### src/rtl/solver_csr_bank_if.sv
// MMIO request/response bundle between the CCI-P MMIO unpacker (master) and the
// solver CSR bank (slave).
interface solver_csr_bank_if;
  logic        mmio_wr_valid;
  logic        mmio_rd_valid;
  logic [15:0] mmio_addr;
  logic [8:0]  mmio_tid;
  logic [63:0] mmio_wr_data;
  logic        rd_valid;
  logic [8:0]  rd_tid;
  logic [63:0] rd_data;

  modport master (
    output mmio_wr_valid, mmio_rd_valid, mmio_addr, mmio_tid, mmio_wr_data,
    input  rd_valid, rd_tid, rd_data
  );

  modport slave (
    input  mmio_wr_valid, mmio_rd_valid, mmio_addr, mmio_tid, mmio_wr_data,
    output rd_valid, rd_tid, rd_data
  );
endinterface

### src/rtl/solver_csr_bank.sv
// MMIO control/status register bank for NUM_CH independent ODE solver channels:
// per-channel configuration, start/run/done control, run-cycle counters and readback.
module solver_csr_bank #(
  parameter int             NUM_CH    = 4,
  parameter logic [15:0]    CH_BASE   = 16'h0040,
  parameter logic [15:0]    CH_STRIDE = 16'h0020,
  parameter int             CNT_W     = 48,
  parameter logic [127:0]   AFU_ID    = 128'h0
) (
  input  logic                  clk,
  input  logic                  reset,
  solver_csr_bank_if.slave      mmio,
  output logic [NUM_CH-1:0]     solver_enb,
  input  logic [NUM_CH-1:0]     solver_fin,
  output logic [64*NUM_CH-1:0]  solver_h,
  output logic [64*NUM_CH-1:0]  solver_x_start,
  output logic [64*NUM_CH-1:0]  solver_y_start_val,
  output logic [32*NUM_CH-1:0]  solver_n,
  output logic [32*NUM_CH-1:0]  solver_y_start_addr,
  output logic [32*NUM_CH-1:0]  solver_y_addr,
  input  logic [64*NUM_CH-1:0]  solver_x,
  input  logic [64*NUM_CH-1:0]  solver_y_val
);

  typedef enum logic [1:0] {ST_IDLE = 2'd0, ST_RUN = 2'd1, ST_DONE = 2'd2} ch_state_e;

  localparam int          STRIDE_SH = $clog2(CH_STRIDE);
  localparam logic [63:0] DFH_VAL   = 64'h1000_0100_0000_0000;
  localparam logic [15:0] ADDR_DFH  = 16'h0000;
  localparam logic [15:0] ADDR_IDL  = 16'h0002;
  localparam logic [15:0] ADDR_IDH  = 16'h0004;
  localparam logic [15:0] ADDR_INFO = 16'h0010;
  localparam logic [15:0] ADDR_DONE = 16'h0012;

  localparam logic [15:0] OFF_H     = 16'h00;
  localparam logic [15:0] OFF_N     = 16'h02;
  localparam logic [15:0] OFF_XS    = 16'h04;
  localparam logic [15:0] OFF_YSA   = 16'h06;
  localparam logic [15:0] OFF_YSV   = 16'h08;
  localparam logic [15:0] OFF_YA    = 16'h0A;
  localparam logic [15:0] OFF_CTRL  = 16'h0C;
  localparam logic [15:0] OFF_STAT  = 16'h0E;
  localparam logic [15:0] OFF_X     = 16'h10;
  localparam logic [15:0] OFF_YV    = 16'h12;
  localparam logic [15:0] OFF_CYC   = 16'h14;

  ch_state_e        state_q [NUM_CH];
  ch_state_e        state_d [NUM_CH];
  logic [63:0]      h_q     [NUM_CH], h_d     [NUM_CH];
  logic [63:0]      xs_q    [NUM_CH], xs_d    [NUM_CH];
  logic [63:0]      ysv_q   [NUM_CH], ysv_d   [NUM_CH];
  logic [31:0]      n_q     [NUM_CH], n_d     [NUM_CH];
  logic [31:0]      ysa_q   [NUM_CH], ysa_d   [NUM_CH];
  logic [31:0]      ya_q    [NUM_CH], ya_d    [NUM_CH];
  logic [CNT_W-1:0] cyc_q   [NUM_CH], cyc_d   [NUM_CH];
  logic             err_q   [NUM_CH], err_d   [NUM_CH];

  logic        rd_valid_q, rd_valid_d;
  logic [8:0]  rd_tid_q,   rd_tid_d;
  logic [63:0] rd_data_q,  rd_data_d;

  logic [15:0] ch_off, ch_idx, ch_reg;
  logic        ch_sel;
  logic [NUM_CH-1:0] wr_cfg, start_ok, abort, w1c, busy, done;

  // Address decode shared by the read and write paths.
  always_comb begin
    ch_off = mmio.mmio_addr - CH_BASE;
    ch_idx = ch_off >> STRIDE_SH;
    ch_reg = ch_off & (CH_STRIDE - 16'd1);
    ch_sel = (mmio.mmio_addr >= CH_BASE) && (ch_idx < 16'(NUM_CH));
  end

  // NOTE: every always_comb output gets a default before any branch, so no latch is inferred.
  always_comb begin
    wr_cfg   = '0;
    start_ok = '0;
    abort    = '0;
    w1c      = '0;
    for (int c = 0; c < NUM_CH; c++) begin
      logic hit;
      hit = mmio.mmio_wr_valid && ch_sel && (ch_idx == 16'(c));
      wr_cfg[c]   = hit && (ch_reg inside {OFF_H, OFF_N, OFF_XS, OFF_YSA, OFF_YSV, OFF_YA});
      abort[c]    = hit && (ch_reg == OFF_CTRL) && mmio.mmio_wr_data[1];
      start_ok[c] = hit && (ch_reg == OFF_CTRL) && mmio.mmio_wr_data[0] && !mmio.mmio_wr_data[1];
      w1c[c]      = mmio.mmio_wr_valid && (mmio.mmio_addr == ADDR_DONE) && mmio.mmio_wr_data[c];
    end
  end

  // Channel FSM: state register.
  // NOTE: sequential state uses non-blocking assignments so every flop samples pre-edge values.
  always_ff @(posedge clk or negedge reset) begin
    if (!reset) begin
      for (int c = 0; c < NUM_CH; c++) state_q[c] <= ST_IDLE;
    end else begin
      for (int c = 0; c < NUM_CH; c++) state_q[c] <= state_d[c];
    end
  end

  // Channel FSM: next state. fin outranks ABORT and W1C.
  always_comb begin
    for (int c = 0; c < NUM_CH; c++) begin
      state_d[c] = state_q[c];
      case (state_q[c])
        ST_IDLE: if (start_ok[c]) state_d[c] = ST_RUN;
        ST_RUN: begin
          if (solver_fin[c])  state_d[c] = ST_DONE;
          else if (abort[c])  state_d[c] = ST_IDLE;
        end
        ST_DONE: begin
          if (start_ok[c])    state_d[c] = ST_RUN;
          else if (w1c[c])    state_d[c] = ST_IDLE;
        end
        default:              state_d[c] = ST_IDLE;
      endcase
    end
  end

  // Channel FSM: outputs decoded straight from the state register.
  always_comb begin
    solver_enb = '0;
    busy       = '0;
    done       = '0;
    for (int c = 0; c < NUM_CH; c++) begin
      solver_enb[c] = (state_q[c] == ST_RUN);
      busy[c]       = (state_q[c] == ST_RUN);
      done[c]       = (state_q[c] == ST_DONE);
    end
  end

  // Configuration, counters and error flags.
  always_comb begin
    for (int c = 0; c < NUM_CH; c++) begin
      logic launch;
      h_d[c]   = h_q[c];
      xs_d[c]  = xs_q[c];
      ysv_d[c] = ysv_q[c];
      n_d[c]   = n_q[c];
      ysa_d[c] = ysa_q[c];
      ya_d[c]  = ya_q[c];
      cyc_d[c] = cyc_q[c];
      err_d[c] = err_q[c];
      launch   = start_ok[c] && (state_q[c] != ST_RUN);

      if (state_q[c] == ST_RUN) begin
        if (!(&cyc_q[c])) cyc_d[c] = cyc_q[c] + CNT_W'(1);
        if (wr_cfg[c] || start_ok[c]) err_d[c] = 1'b1;
      end else begin
        if (launch) begin
          cyc_d[c] = '0;
          err_d[c] = 1'b0;
        end
        if (wr_cfg[c]) begin
          case (ch_reg)
            OFF_H:   h_d[c]   = mmio.mmio_wr_data;
            OFF_N:   n_d[c]   = mmio.mmio_wr_data[31:0];
            OFF_XS:  xs_d[c]  = mmio.mmio_wr_data;
            OFF_YSA: ysa_d[c] = mmio.mmio_wr_data[31:0];
            OFF_YSV: ysv_d[c] = mmio.mmio_wr_data;
            OFF_YA:  ya_d[c]  = mmio.mmio_wr_data[31:0];
            default: ;
          endcase
        end
      end
    end
  end

  // Read mux sees only registered values, so a same-cycle write is not visible yet.
  always_comb begin
    logic [63:0] rd_mux;
    rd_mux = '0;
    case (mmio.mmio_addr)
      ADDR_DFH:  rd_mux = DFH_VAL;
      ADDR_IDL:  rd_mux = AFU_ID[63:0];
      ADDR_IDH:  rd_mux = AFU_ID[127:64];
      ADDR_INFO: rd_mux = {48'h0, 8'(NUM_CH), 8'h02};
      ADDR_DONE: rd_mux = 64'(done);
      default: begin
        for (int c = 0; c < NUM_CH; c++) begin
          if (ch_sel && (ch_idx == 16'(c))) begin
            case (ch_reg)
              OFF_H:    rd_mux = h_q[c];
              OFF_N:    rd_mux = 64'(n_q[c]);
              OFF_XS:   rd_mux = xs_q[c];
              OFF_YSA:  rd_mux = 64'(ysa_q[c]);
              OFF_YSV:  rd_mux = ysv_q[c];
              OFF_YA:   rd_mux = 64'(ya_q[c]);
              OFF_STAT: rd_mux = {60'h0, err_q[c], done[c], busy[c], 1'b0};
              OFF_X:    rd_mux = solver_x[64*c +: 64];
              OFF_YV:   rd_mux = solver_y_val[64*c +: 64];
              OFF_CYC:  rd_mux = 64'(cyc_q[c]);
              default:  rd_mux = '0;
            endcase
          end
        end
      end
    endcase
    rd_valid_d = mmio.mmio_rd_valid;
    rd_tid_d   = mmio.mmio_rd_valid ? mmio.mmio_tid : rd_tid_q;
    rd_data_d  = mmio.mmio_rd_valid ? rd_mux : rd_data_q;
  end

  // NOTE: the per-channel register arrays are individual flops, so they reset like any other state.
  always_ff @(posedge clk or negedge reset) begin
    if (!reset) begin
      for (int c = 0; c < NUM_CH; c++) begin
        h_q[c]   <= '0;
        xs_q[c]  <= '0;
        ysv_q[c] <= '0;
        n_q[c]   <= '0;
        ysa_q[c] <= '0;
        ya_q[c]  <= '0;
        cyc_q[c] <= '0;
        err_q[c] <= 1'b0;
      end
      rd_valid_q <= 1'b0;
      rd_tid_q   <= '0;
      rd_data_q  <= '0;
    end else begin
      for (int c = 0; c < NUM_CH; c++) begin
        h_q[c]   <= h_d[c];
        xs_q[c]  <= xs_d[c];
        ysv_q[c] <= ysv_d[c];
        n_q[c]   <= n_d[c];
        ysa_q[c] <= ysa_d[c];
        ya_q[c]  <= ya_d[c];
        cyc_q[c] <= cyc_d[c];
        err_q[c] <= err_d[c];
      end
      rd_valid_q <= rd_valid_d;
      rd_tid_q   <= rd_tid_d;
      rd_data_q  <= rd_data_d;
    end
  end

  always_comb begin
    solver_h            = '0;
    solver_x_start      = '0;
    solver_y_start_val  = '0;
    solver_n            = '0;
    solver_y_start_addr = '0;
    solver_y_addr       = '0;
    for (int c = 0; c < NUM_CH; c++) begin
      solver_h[64*c +: 64]            = h_q[c];
      solver_x_start[64*c +: 64]      = xs_q[c];
      solver_y_start_val[64*c +: 64]  = ysv_q[c];
      solver_n[32*c +: 32]            = n_q[c];
      solver_y_start_addr[32*c +: 32] = ysa_q[c];
      solver_y_addr[32*c +: 32]       = ya_q[c];
    end
  end

  assign mmio.rd_valid = rd_valid_q;
  assign mmio.rd_tid   = rd_tid_q;
  assign mmio.rd_data  = rd_data_q;

endmodule

### src/flat_wrapper.sv
// flat-port wrapper written by rule: the top's interface ports become plain ports
module solver_csr_bank_flat 
#(
  parameter int             NUM_CH    = 4,
  parameter logic [15:0]    CH_BASE   = 16'h0040,
  parameter logic [15:0]    CH_STRIDE = 16'h0020,
  parameter int             CNT_W     = 48,
  parameter logic [127:0]   AFU_ID    = 128'h0
)
  (clk, reset, solver_enb, solver_fin, solver_h, solver_x_start, solver_y_start_val, solver_n, solver_y_start_addr, solver_y_addr, solver_x, solver_y_val, mmio_mmio_wr_valid, mmio_mmio_rd_valid, mmio_mmio_addr, mmio_mmio_tid, mmio_mmio_wr_data, mmio_rd_valid, mmio_rd_tid, mmio_rd_data);
  solver_csr_bank_if mmio_i ();
  input  logic clk;
  input  logic reset;
  output logic [NUM_CH-1:0] solver_enb;
  input  logic [NUM_CH-1:0] solver_fin;
  output logic [64*NUM_CH-1:0] solver_h;
  output logic [64*NUM_CH-1:0] solver_x_start;
  output logic [64*NUM_CH-1:0] solver_y_start_val;
  output logic [32*NUM_CH-1:0] solver_n;
  output logic [32*NUM_CH-1:0] solver_y_start_addr;
  output logic [32*NUM_CH-1:0] solver_y_addr;
  input  logic [64*NUM_CH-1:0] solver_x;
  input  logic [64*NUM_CH-1:0] solver_y_val;
  input wire logic [$bits(mmio_i.mmio_wr_valid)-1:0] mmio_mmio_wr_valid;
  input wire logic [$bits(mmio_i.mmio_rd_valid)-1:0] mmio_mmio_rd_valid;
  input wire logic [$bits(mmio_i.mmio_addr)-1:0] mmio_mmio_addr;
  input wire logic [$bits(mmio_i.mmio_tid)-1:0] mmio_mmio_tid;
  input wire logic [$bits(mmio_i.mmio_wr_data)-1:0] mmio_mmio_wr_data;
  output wire logic [$bits(mmio_i.rd_valid)-1:0] mmio_rd_valid;
  output wire logic [$bits(mmio_i.rd_tid)-1:0] mmio_rd_tid;
  output wire logic [$bits(mmio_i.rd_data)-1:0] mmio_rd_data;
  assign mmio_i.mmio_wr_valid = mmio_mmio_wr_valid;
  assign mmio_i.mmio_rd_valid = mmio_mmio_rd_valid;
  assign mmio_i.mmio_addr = mmio_mmio_addr;
  assign mmio_i.mmio_tid = mmio_mmio_tid;
  assign mmio_i.mmio_wr_data = mmio_mmio_wr_data;
  assign mmio_rd_valid = mmio_i.rd_valid;
  assign mmio_rd_tid = mmio_i.rd_tid;
  assign mmio_rd_data = mmio_i.rd_data;
  solver_csr_bank #(.NUM_CH(NUM_CH), .CH_BASE(CH_BASE), .CH_STRIDE(CH_STRIDE), .CNT_W(CNT_W), .AFU_ID(AFU_ID)) u_core (.clk(clk), .reset(reset), .mmio(mmio_i), .solver_enb(solver_enb), .solver_fin(solver_fin), .solver_h(solver_h), .solver_x_start(solver_x_start), .solver_y_start_val(solver_y_start_val), .solver_n(solver_n), .solver_y_start_addr(solver_y_start_addr), .solver_y_addr(solver_y_addr), .solver_x(solver_x), .solver_y_val(solver_y_val));
endmodule
### config.mk
export PLATFORM = sky130hd
export DESIGN_NAME = solver_csr_bank_flat
export DESIGN_NICKNAME = d
export VERILOG_FILES = /design/src/rtl/solver_csr_bank_if.sv /design/src/rtl/solver_csr_bank.sv /design/src/flat_wrapper.sv
export SDC_FILE = /design/constraint.sdc
export NUM_CORES = 2
export LEC_CHECK = 0
export CAP_MARGIN = 20
export CORE_AREA = 2 2 722 724
export CTS_CLUSTER_SIZE = 20
export DETAILED_ROUTE_END_ITERATION = 6
export DIE_AREA = 0 0 724 726
export GPL_TIMING_DRIVEN = 1
export PLACE_DENSITY = 0.3
export RECOVER_POWER = 50
export SLEW_MARGIN = 20
export SYNTH_ARGS = -nofsm -noshare
export SYNTH_HDL_FRONTEND = slang
export SYNTH_SLANG_ARGS = --single-unit
export TNS_END_PERCENT = 1
### constraint.sdc
create_clock -name clk -period 3.8 [get_ports clk]
set_clock_uncertainty 0.2 [all_clocks]
set_input_delay 0.95 -clock clk [delete_from_list [all_inputs] [get_ports clk]]
set_output_delay 0.95 -clock clk [all_outputs]
set_load 0.01 [all_outputs]
==> metrics.txt <==
gr usage total=around a quarter; Ports=1839; WP data required=4.39 ns; gpl congestion=roughly 0.9; Routed Antenna Nets=0; register area=0.03578 mm2; Nets=slightly below 9000; vias in the first global route=a little under 70000; placement-stage worst setup slack=-1.178 ns; Die Y=a little over 700 um; TritonCTS clock tree=yes; CP Cell Sequence=clkdlybuf4s50_1 -> buf_4 -> nor2b_1 -> buf_4 -> and2_4 -> buf_4 -> a222oi_1 -> nand3_1 -> a221oi_1 -> o21ai_0 -> o22a_1; RSZ-0062 raised after global routing=yes; Syn Inst Count=between 5000 and 6000; mean post-synth cell area=11.95 um2; Final Hold Fails=0; area leader, netlist=dfrtp_1; Non-Filler Instances=15270; Async SR Flop Fraction=between 90% and 100%; Leakage=about 46 nW; first drt pass iteration count=7; CTS root buf=clkbuf_16; Worst-path clk slew=around 0.060 ns; H-tree Lvls=4; Synth area leaders=dfrtp_1 53%, mux2_2 16%, a22oi_1 4.4%; CP max stage cell=a222oi_1; latest clock arrival within the worst-skew pair=just under 1 ns; share of the synthesized area in the top cell type=52.59%; DR vias/cell=between 4 and 5; WL met2=between 300 and 400 mm; CP most frequent cell=buf_4; placed cells=about 15000; fin. max-slew vios=474; warnings from Yosys=0; grt total ovfl=0; number of synthesized register bits=1430; slew margin rel.=-38.93%; chip width=around 720 um; first-pass GRT wire length=827.3 mm; final setup vio count=48; final worst setup slack=-0.09026 ns; Distinct cells, synth=80; dpl hpwl=roughly 540 mm; met3 wire len=roughly 47 mm; iteration-0 DRC count of the detailed router=between 6000 and 7000; Post-synth EDFFs=0; Fillers=56180; outcome=finished with violations; FP Rows=265; uppermost layer routed=met5; f_max=257.1 MHz; Die Area=0.5256 mm2; vias post-DR=between 60000 and 70000; P per Cell Area=approximately 350 mW/mm2; final wirelength=about 670 mm; drt drc=8; Peak VDD IR=approximately 0.36 mV; Max FO, Critical Path=17; IO Port Bufs=between 1500 and 2000; CP endpoint kind=flop; CTS Sinks=around 1400; Syn Std Cell Area=0.06804 mm2; Synth Flop Type=dfrtp_1; total CTS buffers=202; largest net degree at the start of global routing=~140; average routed wire per standard cell=~44 um; Post-synth top cells=1430 x dfrtp_1, 986 x mux2_2, 402 x a22oi_1; WP data arrival=around 4.5 ns; antenna violations before repair=between 200 and 300; Core ar.=between 0.5 and 0.6 mm2; most numerous cell in the Yosys netlist=dfrtp_1; area occupied by multi-input gates=between 0.03 and 0.04 mm2; Worst path max stage delay=about 0.98 ns; fin crit period=3.890 ns; startpoint types=input pin; syn nets=about 6300; failing checks=DRC, capacitance limit, slew limit, setup timing; # Max-Cap Violations=10; Tightest Hold Check Type=reg2reg; Met1 Wirelength=approximately 260 mm; clock tree buffer depth=4; Slew @ Worst Pin=roughly 2.1 ns; CP Class=in2reg; Layout area overhead=61.41%; fin crit share=102.4%; layout cells sized above 1=a little over a quarter; post-synthesis sequential area ratio=between 50% and 60%; Starting Density=between 10% and 20%
## where the power goes
part	leakage (nW)	total (mW)	internal (mW)	switching, mW
Clock	3.39	20.4	12.0	8.39
Combinational	23.2	3.09	1.11	1.98
Sequential	19.0	15.4	15.3	0.0743
## worst max-delay path, delay by kind of cell
family / cells / cell delay [ns]
compound gates: 4 / 1.69
buf+inv: 4 / 1.29
simple gates: 3 / 0.48
## cells by family (layout without fill, tap and decap cells)
| family | count (synthesis) | count (layout) | share of synthesized area (%) |
|---|---|---|---|
| DFF | 1430 | 1430 | 52.59 |
| muxes | 1250 | 1250 | 20.54 |
| AOI/OAI and AO/OA | 1289 | 1289 | 14.00 |
| xor gates and xnor gates | 125 | 125 | 1.609 |
| adders and majority gates | 6 | 6 | 0.1103 |
| other | 0 | 81 | 0 |
| buffers and inverters | 540 | 3093 | 3.352 |
| and+or+nand+nor | 1052 | 1052 | 7.797 |
## routing by layer
layer  GRT usage, %  up-vias
met3          5.959      897
li1               -    26720
met5              0        -
met1          28.66    36230
met4          10.85       70
met2          41.89     3332
## area by class of cell
type / count / area share, %
diodes: 81 / 0.1845
inverters: 36 / 0.1435
well taps: 6942 / 7.908
repair buffers: 2695 / 25.13
clock buffers: 289 / 5.366
multi-input cells: 3722 / 27.78
clock inverters: 73 / 0.9079
flip-flops and latches: 1430 / 32.58
## flip-flops by register name, indices dropped and copies added (netlist names)
register and count:
u_core.solver_h 256, u_core.mmio.rd_data 64, u_core.solver_x_start 256, u_core.solver_y_start_addr 128
u_core.solver_y_start_val 256, u_core.mmio.rd_valid 1, u_core.cyc_q 192, u_core.mmio.rd_tid 9
u_core.solver_y_addr 128, u_core.solver_n 128, u_core.err_q 4, u_core.state_q 8
## worst paths after layout
check                           slack, ns  cells past startpoint                    start                         end
worst max-delay path                -0.09                     11        mmio_mmio_addr[3]     u_core.mmio.rd_data[24]
worst min-delay path                 0.30                      1  u_core.mmio.rd_data[41]     u_core.mmio.rd_data[41]
worst max register to register       0.08                      8        u_core.cyc_q[178]           u_core.cyc_q[160]
worst min register to register       0.30                      1  u_core.mmio.rd_data[41]     u_core.mmio.rd_data[41]
max in group asynchronous            0.23                      4                    reset  u_core.solver_x_start[186]
min in group asynchronous            0.34                      2                    reset    u_core.solver_y_addr[87]
## metrics by stage
stage,instance area (um2),hold slack (ns),TNS (ns),utilization (%),power (mW)
2_1_floorplan,68190,0.2482,-143.95,-,16.23
3_3_place_gp,102900,0.2780,-1476.59,19.85,18.78
3_5_place_dp,102900,0.2827,-1230.29,19.85,18.78
4_1_cts,109900,0.2696,0,21.19,39.54
5_1_grt,109700,0.3089,-0.06267,21.15,40.12
6_report,109800,0.2961,-1.276,21.18,38.87
## placed cells by master (no fill, tap or decap), types with 95 or more instances in the layout
cell and count:
dfrtp_1 1430, mux2_2 986, a222oi_1 117, a21oi_1 155, a22oi_1 401, nand4_1 95, nor2_1 213, buf_12 234
buf_4 577, clkdlybuf4s50_1 1817, o21ai_0 158, nand2_1 202, a221oi_1 122, mux2_1 174, clkbuf_16 203, nand3_1 216
## what timing repair did
action                                 in CTS  in global routing
gates resized for setup                    11                  3
buffers inserted                            0                  2
pin swaps                                   1                  1
endpoints found under the hold margin      19                  0
setup endpoints to repair                 258                353
hold buffers                                1                  0
Note: power is estimated with default switching activity, not from simulation.
